**src/rtl/int_pin_rcvr.sv**
```systemverilog
// ============================================================================
// int_pin_rcvr
// ----------------------------------------------------------------------------
// Host-side receiver for the INT pin driven by the interrupt controller,
// clocked by the 32 kHz clock.
//   * Two-flop synchroniser on the pin, then polarity normalisation.
//   * Glitch rejection: an assertion is accepted only after
//     N = max(rg_min_width,1) consecutive active samples.
//   * Accepted assertions raise a sticky int_req, bump int_cnt and, when the
//     pin drops, report the active-sample width on last_width/width_vld.
//   * Host acknowledge returns a one-cycle clr_pulse toward the controller.
//   * Level mode: flags stuck_err if the pin stays active rg_clr_to cycles
//     after clr_pulse.
//
// Optional feature macro: INT_RX_TIMESTAMP_EN
//   defined   : free-running TW-bit cycle counter, latched into last_ts on
//               every acceptance.
//   undefined : no counter, last_ts tied to 0.
//
// Ports
//   clk_32k          in   32 kHz clock, rising edge
//   rst              in   asynchronous reset, active-high
//   int_in           in   INT pin, asynchronous
//   rg_int_low_en    in   0: pin active high, 1: pin active low
//   rg_int_level_en  in   0: pulse mode, 1: level mode
//   rg_min_width     in   qualify threshold (0 behaves as 1)
//   rg_clr_to        in   level-mode clear timeout in cycles (0 disables)
//   int_ack          in   host acknowledge, 1-cycle pulse
//   err_clr          in   clears stuck_err
//   int_req          out  pending interrupt to host (sticky)
//   clr_pulse        out  1-cycle clear toward the controller
//   last_width       out  active-sample count of last accepted assertion
//   width_vld        out  1-cycle strobe when last_width updates
//   int_cnt          out  accepted assertions, saturating
//   glitch_cnt       out  rejected assertions, saturating
//   stuck_err        out  sticky stuck-level error
//   last_ts          out  timestamp of last accepted assertion
//   dbg_state        out  FSM state (0 IDLE, 1 QUAL, 2 ASSERTED)
//
// Handshake: int_ack is a single-cycle request; it is taken on the edge where
// int_req is high or an assertion is being accepted, and answered by
// clr_pulse high for exactly the following cycle. Untaken acks are dropped.
// ============================================================================
module int_pin_rcvr #(
   parameter int WW = 11,
   parameter int CW = 8,
   parameter int TW = 16
) (
   input  logic          clk_32k,
   input  logic          rst,
   input  logic          int_in,
   input  logic          rg_int_low_en,
   input  logic          rg_int_level_en,
   input  logic [WW-1:0] rg_min_width,
   input  logic [7:0]    rg_clr_to,
   input  logic          int_ack,
   input  logic          err_clr,
   output logic          int_req,
   output logic          clr_pulse,
   output logic [WW-1:0] last_width,
   output logic          width_vld,
   output logic [CW-1:0] int_cnt,
   output logic [CW-1:0] glitch_cnt,
   output logic          stuck_err,
   output logic [TW-1:0] last_ts,
   output logic [1:0]    dbg_state
);

   typedef enum logic [1:0] {
      ST_IDLE     = 2'd0,
      ST_QUAL     = 2'd1,
      ST_ASSERTED = 2'd2
   } state_e;

   localparam logic [WW-1:0] WMAX = {WW{1'b1}};
   localparam logic [CW-1:0] CMAX = {CW{1'b1}};

   state_e        state_q, state_d;
   logic          sync1_q, sync2_q;
   logic          act;
   logic [WW-1:0] n_thr;
   logic [WW-1:0] wcnt_q, wcnt_d;
   logic [WW:0]   wcnt_inc;
   logic          glitch, width_end, enter_asrt, ack_take;
   logic          pending_q, pending_d;
   logic          clr_pulse_q, clr_pulse_d;
   logic [WW-1:0] last_width_q, last_width_d;
   logic          width_vld_q, width_vld_d;
   logic [CW-1:0] int_cnt_q, int_cnt_d;
   logic [CW-1:0] glitch_cnt_q, glitch_cnt_d;
   logic          chk_en, stuck_set;
   logic [7:0]    tcnt_q, tcnt_d;
   logic          arm_q, arm_d;
   logic          stuck_q, stuck_d;

   // Normalised pin level; polarity register applies combinationally so a
   // change of rg_int_low_en can start or end an assertion by itself.
   assign act      = sync2_q ^ rg_int_low_en;
   assign n_thr    = (rg_min_width == '0) ? WW'(1) : rg_min_width;
   assign wcnt_inc = {1'b0, wcnt_q} + (WW + 1)'(1);

   // ---------------------------------------------------------------- FSM
   always_ff @(posedge clk_32k or posedge rst) begin
      if (rst) state_q <= ST_IDLE;
      else     state_q <= state_d;
   end

   always_comb begin
      state_d = state_q;
      case (state_q)
         ST_IDLE: begin
            if (act) state_d = (n_thr == WW'(1)) ? ST_ASSERTED : ST_QUAL;
         end
         ST_QUAL: begin
            // >= rather than == so a threshold lowered mid-qualification
            // still accepts instead of waiting for a count it already passed.
            if (!act)                              state_d = ST_IDLE;
            else if (wcnt_inc >= {1'b0, n_thr})    state_d = ST_ASSERTED;
         end
         ST_ASSERTED: begin
            if (!act) state_d = ST_IDLE;
         end
         default: state_d = ST_IDLE;
      endcase
   end

   always_comb begin
      wcnt_d    = wcnt_q;
      glitch    = 1'b0;
      width_end = 1'b0;
      case (state_q)
         ST_IDLE: begin
            if (act) wcnt_d = WW'(1);
         end
         ST_QUAL: begin
            if (act) wcnt_d = wcnt_inc[WW-1:0];
            else     glitch = 1'b1;
         end
         ST_ASSERTED: begin
            if (act) begin
               if (wcnt_q != WMAX) wcnt_d = wcnt_inc[WW-1:0];
            end else begin
               width_end = 1'b1;
            end
         end
         default: wcnt_d = '0;
      endcase
   end

   assign dbg_state  = state_q;
   assign enter_asrt = (state_q != ST_ASSERTED) && (state_d == ST_ASSERTED);

   // -------------------------------------------------- pending / ack path
   // An ack coinciding with acceptance is still answered, but the new
   // acceptance keeps int_req set.
   assign ack_take    = int_ack && (pending_q || enter_asrt);
   assign pending_d   = enter_asrt ? 1'b1 : (ack_take ? 1'b0 : pending_q);
   assign clr_pulse_d = ack_take;

   assign last_width_d = width_end ? wcnt_q : last_width_q;
   assign width_vld_d  = width_end;
   assign int_cnt_d    = (enter_asrt && int_cnt_q != CMAX) ? int_cnt_q + CW'(1) : int_cnt_q;
   assign glitch_cnt_d = (glitch && glitch_cnt_q != CMAX) ? glitch_cnt_q + CW'(1) : glitch_cnt_q;

   // ------------------------------------------------------- stuck check
   // tcnt counts active samples starting with the clr_pulse cycle; it
   // saturates, and stuck is raised only on the increment that lands on
   // rg_clr_to, so err_clr can clear the flag while the pin is still held.
   assign chk_en = rg_int_level_en && (rg_clr_to != 8'd0);

   always_comb begin
      tcnt_d    = tcnt_q;
      arm_d     = arm_q;
      stuck_set = 1'b0;
      if (!chk_en || !act) begin
         tcnt_d = 8'd0;
         arm_d  = 1'b0;
      end else if (clr_pulse_q) begin
         tcnt_d    = 8'd1;
         arm_d     = 1'b1;
         stuck_set = (rg_clr_to == 8'd1);
      end else if (arm_q && tcnt_q != 8'hFF) begin
         tcnt_d    = tcnt_q + 8'd1;
         stuck_set = (tcnt_d == rg_clr_to);
      end
   end

   assign stuck_d = stuck_set ? 1'b1 : (err_clr ? 1'b0 : stuck_q);

   // -------------------------------------------------------- registers
   always_ff @(posedge clk_32k or posedge rst) begin
      if (rst) begin
         sync1_q      <= 1'b0;
         sync2_q      <= 1'b0;
         wcnt_q       <= '0;
         pending_q    <= 1'b0;
         clr_pulse_q  <= 1'b0;
         last_width_q <= '0;
         width_vld_q  <= 1'b0;
         int_cnt_q    <= '0;
         glitch_cnt_q <= '0;
         tcnt_q       <= 8'd0;
         arm_q        <= 1'b0;
         stuck_q      <= 1'b0;
      end else begin
         sync1_q      <= int_in;
         sync2_q      <= sync1_q;
         wcnt_q       <= wcnt_d;
         pending_q    <= pending_d;
         clr_pulse_q  <= clr_pulse_d;
         last_width_q <= last_width_d;
         width_vld_q  <= width_vld_d;
         int_cnt_q    <= int_cnt_d;
         glitch_cnt_q <= glitch_cnt_d;
         tcnt_q       <= tcnt_d;
         arm_q        <= arm_d;
         stuck_q      <= stuck_d;
      end
   end

   assign int_req    = pending_q;
   assign clr_pulse  = clr_pulse_q;
   assign last_width = last_width_q;
   assign width_vld  = width_vld_q;
   assign int_cnt    = int_cnt_q;
   assign glitch_cnt = glitch_cnt_q;
   assign stuck_err  = stuck_q;

`ifdef INT_RX_TIMESTAMP_EN
   logic [TW-1:0] ts_q, ts_d;
   logic [TW-1:0] last_ts_q, last_ts_d;

   assign ts_d      = ts_q + TW'(1);
   assign last_ts_d = enter_asrt ? ts_q : last_ts_q;

   always_ff @(posedge clk_32k or posedge rst) begin
      if (rst) begin
         ts_q      <= '0;
         last_ts_q <= '0;
      end else begin
         ts_q      <= ts_d;
         last_ts_q <= last_ts_d;
      end
   end

   assign last_ts = last_ts_q;
`else
   assign last_ts = '0;
`endif

endmodule

```
**config.mk**
```make
export PLATFORM = sky130hd
export DESIGN_NAME = int_pin_rcvr
export DESIGN_NICKNAME = d
export VERILOG_FILES = /design/src/rtl/int_pin_rcvr.sv
export SDC_FILE = /design/constraint.sdc
export NUM_CORES = 1
export LEC_CHECK = 0
export BUFFER_PORTS_ARGS = -buffer_cell sky130_fd_sc_hd__buf_2
export CORE_MARGIN = 1.5
export CORE_UTILIZATION = 51
export CTS_BUF_LIST = sky130_fd_sc_hd__clkbuf_8
export DETAILED_ROUTE_END_ITERATION = 8
export PLACE_DENSITY = 0.79
export SYNTH_ARGS = -nofsm -noshare
export SYNTH_HDL_FRONTEND = slang
export SYNTH_SLANG_ARGS = --single-unit
```
**constraint.sdc**
```tcl
create_clock -name clk_32k -period 3 [get_ports clk_32k]
set_input_delay 0.6 -clock clk_32k [delete_from_list [all_inputs] [get_ports clk_32k]]
set_output_delay 0.6 -clock clk_32k [all_outputs]
set_load 0.01 [all_outputs]
```
### Word level (Yosys, flattened, before mapping)

Cells that the tools add are included.

| storage, ports and cells | value |
|---|---|
| register bits after elaboration | 55 |
| bits of input ports | 26 |
| output and inout port bits | 49 |
| word-level logic and storage cells | 79 |

| operators by class | value |
|---|---|
| $add $sub $neg | 4 |
| magnitude comparators | 1 |
| equal/unequal tests | 15 |
| mux-type cells | 27 |
| bitwise logic cells | 1 |
| reductions and logical operators | 18 |

Operators by type and width:

| kind | count |
|---|---|
| $mux W11 | 5 |
| $pmux W11 S3 | 1 |
| $add A8 B1 Y8 const B | 3 |
| $mux W8 | 3 |
| $ne A8 B8 Y1 const B | 3 |
| $add A11 B1 Y12 const B | 1 |
| $ge A12 B11 Y1 | 1 |
| $mux W1 | 12 |
| $eq A11 B1 Y1 const B | 1 |
| $logic_not A11 Y1 | 1 |
| $ne A11 B11 Y1 const B | 1 |
| $mux W2 | 5 |
| $ne A2 B2 Y1 const B | 5 |
| $eq A8 B1 Y1 const B | 1 |
| $eq A8 B8 Y1 | 1 |
| $reduce_bool A8 Y1 | 1 |
| $logic_and A1 B1 Y1 | 6 |
| $pmux W2 S3 | 1 |
| $reduce_bool A2 Y1 | 3 |
| $eq A2 B2 Y1 const B | 2 |
| $reduce_and A4 Y1 | 1 |
| $reduce_bool A3 Y1 | 1 |
| $eq A2 B1 Y1 const B | 1 |
| $logic_not A1 Y1 | 2 |
| 3 further kinds | 4 |

### Logic depth before layout (Yosys ltp)

Gate-level depths: netlist (run 1).

| depth | value |
|---|---|
| word-level depth | 12 |
| depth in mapped cells | 14 |

### Worst setup path after synthesis (run 1)

OpenSTA, ideal clock, no wires.

| timing path | value |
|---|---|
| kind | flip-flop to flip-flop |
| start | register wcnt_q[2] |
| end | register int_cnt_q[1] (netlist: int_cnt[1]) |
| setup time | 0.128 ns |
| arrival time | 2.935 ns |
| path slack | -0.063 ns |
| stages on the path, launching flop included | 15 |
| path buffers | 1 |
| period minus slack after synthesis | 3.063 ns |
| path through | dfrtp_1 and3_1 and3_1 buf_2 and3_1 nand3_1 xnor2_1 ha_1 a21o_1 a221o_1 a31oi_1 o211ai_1 nand4_4 nor2_2 mux2_1 |

| on the way | value |
|---|---|
| word-level cells in the longest chain between the ends | 8 |

Ends and longest elaborated chain:

| item | line | source |
|---|---|---|
| start, declared | 82 | `logic [WW-1:0] wcnt_q, wcnt_d;` |
| start signal, assigned | 208 | `wcnt_q <= wcnt_d;` |
| $add A11 B1 Y12 | 100 | `assign wcnt_inc = {1'b0, wcnt_q} + (WW + 1)'(1);` |
| $ge A12 B11 Y1 | 118 | `else if (wcnt_inc >= {1'b0, n_thr}) state_d = ST_ASSERTED;` |
| $mux W2 | 118 |  |
| $mux W2 | 117 | `if (!act) state_d = ST_IDLE;` |
| $pmux W2 S3 | 110 | `case (state_q)` |
| $eq A2 B2 Y1 | 151 | `assign enter_asrt = (state_q != ST_ASSERTED) && (state_d == ST_ASSERTED);` |
| $logic_and A1 B1 Y1 | 151 |  |
| $logic_and A1 B1 Y1 | 162 | `assign int_cnt_d = (enter_asrt && int_cnt_q != CMAX) ? int_cnt_q + CW'(1) : int_cnt_q;` |
| end signal, assigned | 213 | `int_cnt_q <= int_cnt_d;` |
| end, declared | 89 | `logic [CW-1:0] int_cnt_q, int_cnt_d;` |

No other way between the ends.
A chain may end at the register's enable or synchronous reset.

### Final worst setup path (run 1)

| timing path | value |
|---|---|
| start | register wcnt_q[3] |
| end | register int_cnt_q[6] (netlist: int_cnt[6]) |

Same word-level chain as after synthesis.

==> impl_metrics.py, run 1 <==
metrics = {
    "power": {
        "power_density_nw_per_um2": 477,
        "irDropWorstVdd_mv": 0.280,
        "leakagePower_nw": 2.11,
    },
    "min_path": {
        "hold_path.class": "in2async",
    },
    "clocking": {
        "cts.htree.levels": 2,
        "tritoncts.num_buffers": 5,
        "clk_path_buf_depth": 2,
        "cts.sink_count": 55,
        "cts.reportedPaths.clkPinSlew_ns": 0.09,
        "cts-root-buf": "clkbuf_8",
        "ctsHoldBuffers": 0,
        "worst_skew_pair.late_latency_ns": 0.31,
        "cts_tree": "done",
    },
    "timing": {
        "fin_ws_ns": 0.00562,
        "setup_violations": 0,
        "max_slew.worst_pin.slew_ns": 0.691,
        "final-hold-violation-count": 0,
        "post-route-period-util_pct": 99.8,
        "final.setup_skew_ns": 0.00553,
        "final.hold.worst_slack_ns": 0.327,
        "post-route-min-period_ns": 2.99,
        "final.setup.tns_ns": 0,
        "fmax_mhz": 334,
        "timing.slew.headroom_pct": 53.6,
        "finalMaxSlewViolations": 0,
        "rsz_0062_raised_after_global_routing": "true",
    },
    "yosys": {
        "synth.top_cells.by_count": "dfrtp_1 (55), nand2_1 (31), nor2_1 (27)",
        "post_synth_instance_area_sq_um": 3320,
        "ys_async_sr_fraction_pct": 100,
        "syn-mean-instance-area_sq_um": 9.61,
        "synthFlopType": "dfrtp_1",
        "synth-seq-cells": 55,
        "synthDistinctLibCells": 47,
        "synth_most_common_cell": "dfrtp_1",
        "yosysSeqAreaShare_pct": 41.5,
        "yosys_warnings": 0,
        "post_synth_inst_count": 345,
        "synth_top_cell_area_share_pct": 41.5,
        "post_synth_main_area_contributors": "dfrtp_1 (42%), ha_1 (7.2%), xnor2_1 (5.5%)",
        "synth_edf_count": 0,
        "synthDominantAreaCellType": "dfrtp_1",
    },
    "die": {
        "io_pins": 75,
        "floorplan.die.height_um": 83.6,
        "initial_core_util_pct": 52.5,
        "core_area_sq_um": 6310,
        "dieWidth_um": 83.6,
        "num_rows": 29,
        "die_area_sq_um": 6990,
    },
    "finish": {
        "area_delta_synth_final_pct": 22.8,
        "num-nets-final": 474,
        "post_layout_nonfiller_instances": 507,
        "layout.core_utilization_pct": 64.5,
        "antenna_cells": 0,
        "drive_above_1_share_pct": 30.7,
    },
    "critical_path": {
        "criticalPathCategory": "reg2reg",
        "critPathCaptureType": "flip-flop",
        "worstPathArrival_ns": 3.19,
        "cp_max_fo": 7,
        "worst-endpoint-required_ns": 3.20,
        "cp-start-kind": "flip-flop",
    },
    "routing": {
        "per_cell_via_count_in_the_routed_design": 5.21,
        "route.vias.total": 2639,
        "routed_wire_length_per_instance_um": 13.7,
        "drt_first_iter_violations": 105,
        "drt-total-wl_mm": 6.95,
        "drt_pass1_iterations": 4,
        "ant_nets": 0,
        "drc_violations_left": 0,
    },
    "grt": {
        "grt_pass1_wl_mm": 11.5,
        "first_global_vias": 2560,
        "gr-usage-all-layers_pct": 20.2,
        "grt_max_degree": 56,
        "grt-ovfl-total": 0,
        "antenna_found_initial": 0,
    },
    "placement": {
        "finalWeightedCongestion": 0.937,
        "hpwl_mm": 5.15,
        "portBuffers": 58,
        "detailedPlace.worstSlack_ns": -0.158,
        "post-place-cells": 494,
    },
    "job": {
        "max-cap-violations": 0,
    },
    "status": {
        "status": "finished, final reports clean",
    },
}
-- per-stage QoR --
step / power (W) / cell area [sq um]
final: 0.00194 / 4070
after detailed placement: 0.00148 / 3820
after global routing: 0.00208 / 4070
after global placement: 0.00146 / 3820
after floorplan: 0.00128 / 3410
after CTS: 0.00193 / 3960
-- logic make-up (layout without fill, tap and decap cells) --
family,Yosys count,after routing,share of synthesized area [%]
and+or+nand+nor,121,121,19.3
DFF,55,55,41.5
AOI/OAI and AO/OA,47,47,9.09
buffers and inverters,47,117,7.21
xor gates and xnor gates,41,41,10.8
adders and majority gates,19,19,7.17
muxes,14,14,4.75
other,1,16,0.113
-- path summary, 6_finish.rpt --
path | start | end | slack, ns | cells after the start
max | wcnt_q[3]$_DFFE_PP0P_ | int_cnt[6]$_DFFE_PP0P_ | 0.006 | 13
min | rst | tcnt_q[1]$_DFFE_PP0P_ | 0.33 | 3
max reg2reg | wcnt_q[3]$_DFFE_PP0P_ | int_cnt[6]$_DFFE_PP0P_ | 0.006 | 13
min reg2reg | sync1_q$_DFF_PP0_ | sync2_q$_DFF_PP0_ | 0.36 | 0
max in group asynchronous | rst | width_vld$_DFF_PP0_ | 2.43 | 3
min in group clk_32k | sync1_q$_DFF_PP0_ | sync2_q$_DFF_PP0_ | 0.36 | 0
-- layout make-up --
type | instances | area (sq um)
clock inverters | 1 | 7.51
well taps | 77 | 96.3
clock buffers | 7 | 96.3
fillers | 535 | 2240
repair buffers | 87 | 524
multi-input cells | 258 | 1890
flip-flops and latches | 55 | 1380
inverters | 22 | 82.6
-- report_power, final --
group / internal, W / switching [W]
clock network: 0.000210 / 0.000237
registers: 0.000810 / 0.0000834
logic: 0.000264 / 0.000335
-- state kept, by name, indices dropped and copies added, names as in the netlist --
register    cells
sync1_q         1
stuck_err       1
last_width     11
int_req         1
wcnt_q         11
dbg_state       2
arm_q           1
sync2_q         1
glitch_cnt      8
clr_pulse       1
int_cnt         8
tcnt_q          8
width_vld       1
-- worst max-delay path, cell delays in order (launching register included) --
cell and delay, ns:
dfrtp_1 0.36, and3_4 0.20, and3_4 0.19, buf_4 0.15, nand3_2 0.09, xnor2_1 0.14
ha_1 0.31, a21o_1 0.19, a221o_1 0.34, a31oi_1 0.16, o211ai_1 0.18, nand4_4 0.20
nor4_2 0.06, mux2_1 0.31
-- timing repair --
item / CTS / global route
setup endpoints to repair: 7 / 10
endpoints found under the hold margin: 0 / 0
resized for setup: 2 / 15
buffers inserted: 3 / 2
pin swaps: 8 / 5
-- layout by cell type (no fill, tap or decap), types with 2 or more instances in the layout --
cell type	count
inv_1	21
and2_1	2
conb_1	16
nand3_1	13
buf_4	27
o211ai_1	3
nor4_1	2
and3_1	5
dfrtp_1	55
mux2_2	11
nand2b_1	9
nand3_2	2
nand2_1	31
buf_2	58
o31ai_1	2
o21ai_0	17
xor2_1	20
a41o_1	2
a21oi_1	6
xnor2_1	18
clkbuf_8	7
nor3_1	4
and3_4	5
mux2_1	2
nand4_1	7
nor4_2	3
a21boi_0	2
a21o_1	3
xnor2_2	2
ha_1	17
nor2_1	27
a31oi_1	2
-- per-layer routing --
layer	GRT usage, %	vias to the layer above	wire [um]
met4	5.81	0	97
met1	27.4	1254	3190
met2	33.6	59	3400
li1	-	1318	-
met3	3.26	8	254
met5	0	-	0
Power figures use the tool's default switching activity.
==> run 2: changes to the inputs <==
- CELL_PAD_IN_SITES_DETAIL_PLACEMENT: default -> 1
- CELL_PAD_IN_SITES_GLOBAL_PLACEMENT: default -> 1
- CORE_UTILIZATION: 51 -> 38
- PLACE_DENSITY: 0.79 -> default
- PLACE_DENSITY_LB_ADDON: default -> 0.1
==> impl_metrics.py, run 2 (same netlist as run 1, synthesis figures left out) <==
metrics = {
    "timing": {
        "fin_ws_ns": -0.0783,
        "finalMaxSlewViolations": 0,
        "setup_violations": 7,
        "fmax_mhz": 325,
        "final.setup.tns_ns": -0.377,
        "final-hold-violation-count": 0,
        "rsz_0062_raised_after_global_routing": "true",
        "post-route-period-util_pct": 103,
        "final.setup_skew_ns": 0.00924,
        "post-route-min-period_ns": 3.08,
        "max_slew.worst_pin.slew_ns": 0.649,
        "timing.slew.headroom_pct": 56.4,
    },
    "clocking": {
        "cts_tree": "done",
        "worst_skew_pair.late_latency_ns": 0.32,
        "cts.htree.levels": 2,
        "cts.reportedPaths.clkPinSlew_ns": 0.11,
        "tritoncts.num_buffers": 5,
        "clk_path_buf_depth": 2,
        "cts.sink_count": 55,
        "cts-root-buf": "clkbuf_8",
    },
    "critical_path": {
        "cp-start-kind": "flip-flop",
        "cp_max_fo": 6,
        "critPathCaptureType": "flip-flop",
        "worst-endpoint-required_ns": 3.20,
        "criticalPathCategory": "reg2reg",
        "worstPathArrival_ns": 3.28,
    },
    "routing": {
        "drc_violations_left": 0,
        "drt-total-wl_mm": 8.16,
        "ant_nets": 0,
        "routed_wire_length_per_instance_um": 15.0,
        "drt_pass1_iterations": 4,
        "route.vias.total": 2720,
        "drt_first_iter_violations": 67,
        "per_cell_via_count_in_the_routed_design": 5.00,
    },
    "finish": {
        "area_delta_synth_final_pct": 26.2,
        "antenna_cells": 0,
        "num-nets-final": 483,
        "post_layout_nonfiller_instances": 544,
        "layout_common_cells": "buf_2 (58), dfrtp_1 (55), buf_4 (35), nand2_1 (31), nor2_1 (26)",
        "drive_above_1_share_pct": 31.7,
        "fillerInstances": 987,
        "layout.cells.most_common": "buf_2",
    },
    "power": {
        "irDropWorstVdd_mv": 0.184,
        "fin_total_pwr_w": 0.00204,
        "power_density_nw_per_um2": 488,
        "leakagePower_nw": 2.15,
    },
    "die": {
        "core_area_sq_um": 8340,
        "initial_core_util_pct": 39.8,
        "die_area_sq_um": 9290,
        "num_rows": 33,
        "floorplan.die.height_um": 96.4,
        "io_pins": 75,
        "dieWidth_um": 96.4,
    },
    "grt": {
        "grt_max_degree": 32,
        "gr-usage-all-layers_pct": 18.9,
        "grt_pass1_wl_mm": 13.4,
        "grt-ovfl-total": 0,
        "antenna_found_initial": 0,
        "first_global_vias": 2760,
    },
    "status": {
        "status": "finished, violations left",
        "failed_checks": "setup timing",
    },
    "placement": {
        "portBuffers": 58,
        "detailedPlace.worstSlack_ns": -0.220,
        "finalWeightedCongestion": 0.831,
        "hpwl_mm": 6.30,
        "post-place-cells": 532,
    },
    "job": {
        "max-cap-violations": 0,
    },
    "min_path": {
        "hold_path.class": "in2async",
    },
}
==> run 2: changes by cell type in the layout (fill, tap and decap cells not counted), moves of 2 or more <==
cell,before,now
a21boi_1,0,2
a21boi_0,2,0
buf_4,27,35
o21ai_1,1,3
==> run 2: report_power, final <==
| part | switching (W) | internal (W) |
|---|---|---|
| logic | 0.000345 | 0.000267 |
| clock network | 0.000261 | 0.000275 |
| registers | 0.0000825 | 0.000810 |
==> run 2: metal layers <==
metal | up-vias | share of wire, % | global-route usage, %
li1 | 1331 | - | -
met1 | 1342 | 46 | 25.2
met2 | 42 | 50 | 32.1
met3 | 5 | 3.0 | 3.13
met4 | 0 | 1.0 | 4.35
met5 | - | 0 | 0
==> run 2: through the flow <==
step	hold WS [ns]	instance area, sq um	util [%]
after floorplan	0.331	3410	-
after global placement	0.338	3930	47.1
after detailed placement	0.388	3930	47.1
after CTS	0.343	4080	48.9
after global routing	0.355	4180	50.1
final	0.324	4180	50.1
==> run 2: worst paths after layout <==
path                                        from                         to  slack, ns  depth (start not counted)
max                        wcnt_q[4]$_DFFE_PP0P_     int_cnt[3]$_DFFE_PP0P_      -0.08                         14
min                                          rst  glitch_cnt[5]$_DFFE_PP0P_       0.32                          2
max reg2reg                wcnt_q[4]$_DFFE_PP0P_     int_cnt[3]$_DFFE_PP0P_      -0.08                         14
min reg2reg                    sync1_q$_DFF_PP0_          sync2_q$_DFF_PP0_       0.40                          0
max in group asynchronous                    rst  last_width[6]$_DFFE_PP0P_       2.10                          3
min in group clk_32k                      int_in          sync1_q$_DFF_PP0_       0.40                          1
==> run 2: what timing repair did <==
action	4_1_cts	5_1_grt
hold buffers	0	0
resized for setup	3	16
buffers inserted	2	2
pin swaps	8	8
setup endpoints to repair	10	10
==> run 2: layout make-up <==
cell class                 count  area [sq um]  area share [%]
clock buffer                   6          82.6            1.97
clock inverter                 2          38.8           0.927
inverter                      22          82.6            1.97
multi-input combinational    258          1880            44.8
sequential                    55          1380            32.9
tap                          105           131            3.14
timing repair buffer          96           596            14.2
==> run 2: worst max-delay path, stage by stage (launching register included) <==
cell and delay [ns]:
dfrtp_1 0.37, and3_4 0.19, and3_4 0.19, and3_4 0.22, nand3_4 0.09, xnor2_4 0.23
ha_4 0.23, and3_4 0.15, a221o_1 0.34, a311oi_1 0.25, o21ai_1 0.17, nand4_4 0.17
buf_6 0.13, nor4b_4 0.04, xor2_1 0.18
==> run 3: changes to the inputs <==
- CORE_UTILIZATION: 38 -> 46
- clock period: 3 -> 3.75 ns (I/O delays scaled with it)
==> impl_metrics.py, run 3 (same netlist as run 1, synthesis figures left out) <==
metrics = {
    "critical_path": {
        "critical_path.cell_chain": "ha_1 -> and3_1 -> nand3_1 -> xnor2_1 -> ha_1 -> and3_1 -> a221o_1 -> a31oi_1 -> o211ai_1 -> nand4_4 -> nor2_2 -> mux2_1",
        "worstPathArrival_ns": 3.61,
        "reg2regPathDepth": 12,
        "worst_path_dominant_cell_family": "simple AND/OR/NAND/NOR gates",
        "critPathCaptureType": "flip-flop",
        "cp_max_fo": 10,
        "critical_path.slowest_cell": "dfrtp_1",
        "criticalPathCategory": "reg2reg",
        "worst-endpoint-required_ns": 3.95,
        "cp-start-kind": "flip-flop",
        "critical_path.n_buffers_inverters": 0,
        "crit_cells": 12,
        "crit_path_max_incr_delay_ns": 0.45,
    },
    "grt": {
        "first_global_vias": 2719,
        "antenna_found_initial": 0,
        "grt-ovfl-total": 0,
        "gr-usage-all-layers_pct": 21.4,
        "grt_max_degree": 41,
        "grt_pass1_wl_mm": 12.8,
    },
    "job": {
        "max-cap-violations": 0,
    },
    "die": {
        "dieWidth_um": 87.9,
        "floorplan.die.height_um": 87.9,
        "core_area_sq_um": 6870,
        "initial_core_util_pct": 48.3,
        "die_area_sq_um": 7730,
        "num_rows": 30,
        "io_pins": 75,
    },
    "placement": {
        "post_dp_cell_area_sq_um": 3660,
        "portBuffers": 58,
        "finalWeightedCongestion": 0.847,
        "hpwl_mm": 5.94,
    },
    "clocking": {
        "post_cts_resize_count": 0,
        "cts-root-buf": "clkbuf_8",
        "ctsHoldBuffers": 0,
        "cts_setup_buffers": 0,
        "worst_skew_pair.late_latency_ns": 0.31,
        "cts.htree.levels": 2,
        "cts.reportedPaths.clkPinSlew_ns": 0.10,
        "tritoncts.num_buffers": 5,
        "clk_path_buf_depth": 2,
        "cts.sink_count": 55,
        "cts_tree": "done",
    },
    "routing": {
        "drt_first_iter_violations": 88,
        "drt_pass1_iterations": 4,
        "drc_violations_left": 0,
        "per_cell_via_count_in_the_routed_design": 5.14,
        "drt-total-wl_mm": 7.46,
        "ant_nets": 0,
        "route.vias.total": 2580,
        "routed_wire_length_per_instance_um": 14.9,
    },
    "finish": {
        "layout_common_cells": "buf_2 (58), dfrtp_1 (55), nand2_1 (31), nor2_1 (27)",
        "final-seq-area_sq_um": 1380,
        "area_of_the_multi_input_gates_sq_um": 1760,
        "antenna_cells": 0,
        "drive_above_1_share_pct": 22.7,
        "num-nets-final": 450,
        "layout.cells.most_common": "buf_2",
        "layout.cell_area.non_filler_sq_um": 3770,
        "fillerInstances": 838,
        "area_delta_synth_final_pct": 13.6,
    },
    "timing": {
        "post-route-min-period_ns": 3.41,
        "max_slew.worst_pin.slew_ns": 0.851,
        "final-hold-violation-count": 0,
        "final.setup.tns_ns": 0,
        "setup_violations": 0,
        "finalMaxSlewViolations": 0,
        "final.setup_skew_ns": 0.00440,
        "timing.slew.headroom_pct": 43.2,
        "post-route-period-util_pct": 90.9,
        "fmax_mhz": 293,
        "rsz_0062_raised_after_global_routing": "false",
    },
    "power": {
        "power_density_nw_per_um2": 404,
        "irDropWorstVdd_mv": 0.221,
        "leakagePower_nw": 1.94,
    },
    "status": {
        "status": "finished, final reports clean",
    },
    "min_path": {
        "whs_path_depth": 0,
        "hold_path.class": "reg2reg",
    },
}
==> run 3: cell count changes in the layout (fill, tap and decap cells not counted), sizes merged <==
cell,previous run,this run
clkbuf,6,7
inv,23,22
buf,96,63
bufinv,1,0
clkinvlp,0,1
==> run 3: cell type report <==
| cell class | instances | share of cell area (%) |
|---|---|---|
| inverters | 22 | 2.19 |
| clock buffers | 7 | 2.56 |
| repair buffers | 63 | 8.70 |
| clock inverters | 1 | 0.199 |
| multi-input cells | 258 | 46.6 |
| flip-flops and latches | 55 | 36.5 |
| well taps | 96 | 3.19 |
==> run 3: report_power, final <==
part / total [W] / internal, W / switching [W]
sequential: 0.000723 / 0.000648 / 0.0000750
clock: 0.000365 / 0.000168 / 0.000197
combinational: 0.000435 / 0.000177 / 0.000258
total: 0.00152 / 0.000994 / 0.000530
==> run 3: layer usage <==
metal  global-route usage (%)  wire length, um
met1                     26.9             3390
met2                     37.1             3710
met3                     4.62              277
met4                     6.06               74
met5                        0                0
==> run 3: final timing paths <==
path,startpoint,endpoint,slack (ns)
max in group asynchronous,rst,last_width[0]$_DFFE_PP0P_,2.50
hold reg to reg,sync1_q$_DFF_PP0_,sync2_q$_DFF_PP0_,0.36
setup reg to reg,wcnt_q[0]$_DFFE_PP0P_,int_cnt[1]$_DFFE_PP0P_,0.34
setup / recovery,wcnt_q[0]$_DFFE_PP0P_,int_cnt[1]$_DFFE_PP0P_,0.34
min in group asynchronous,rst,glitch_cnt[0]$_DFFE_PP0P_,0.60
hold / removal,sync1_q$_DFF_PP0_,sync2_q$_DFF_PP0_,0.36
==> run 3: per-stage QoR <==
stage	utilization (%)	power [W]	std cells	setup slack [ns]	hold WS (ns)
4_1_cts	54.8	0.00154	502	0.356	0.361
3_5_place_dp	53.3	0.00117	494	0.310	0.339
3_3_place_gp	53.3	0.00115	494	0.416	0.335
6_report	54.8	0.00152	502	0.341	0.360
5_1_grt	54.8	0.00163	502	0.102	0.379
2_1_floorplan	-	0.00102	360	0.687	0.331
==> run 3: worst reg2reg max path, cell delays in order (launching register included) <==
cell and delay, ns:
dfrtp_1 0.45, ha_1 0.28, and3_1 0.34, nand3_1 0.13, xnor2_1 0.26, ha_1 0.30
and3_1 0.18, a221o_1 0.34, a31oi_1 0.22, o211ai_1 0.20, nand4_4 0.22, nor2_2 0.08
mux2_1 0.31
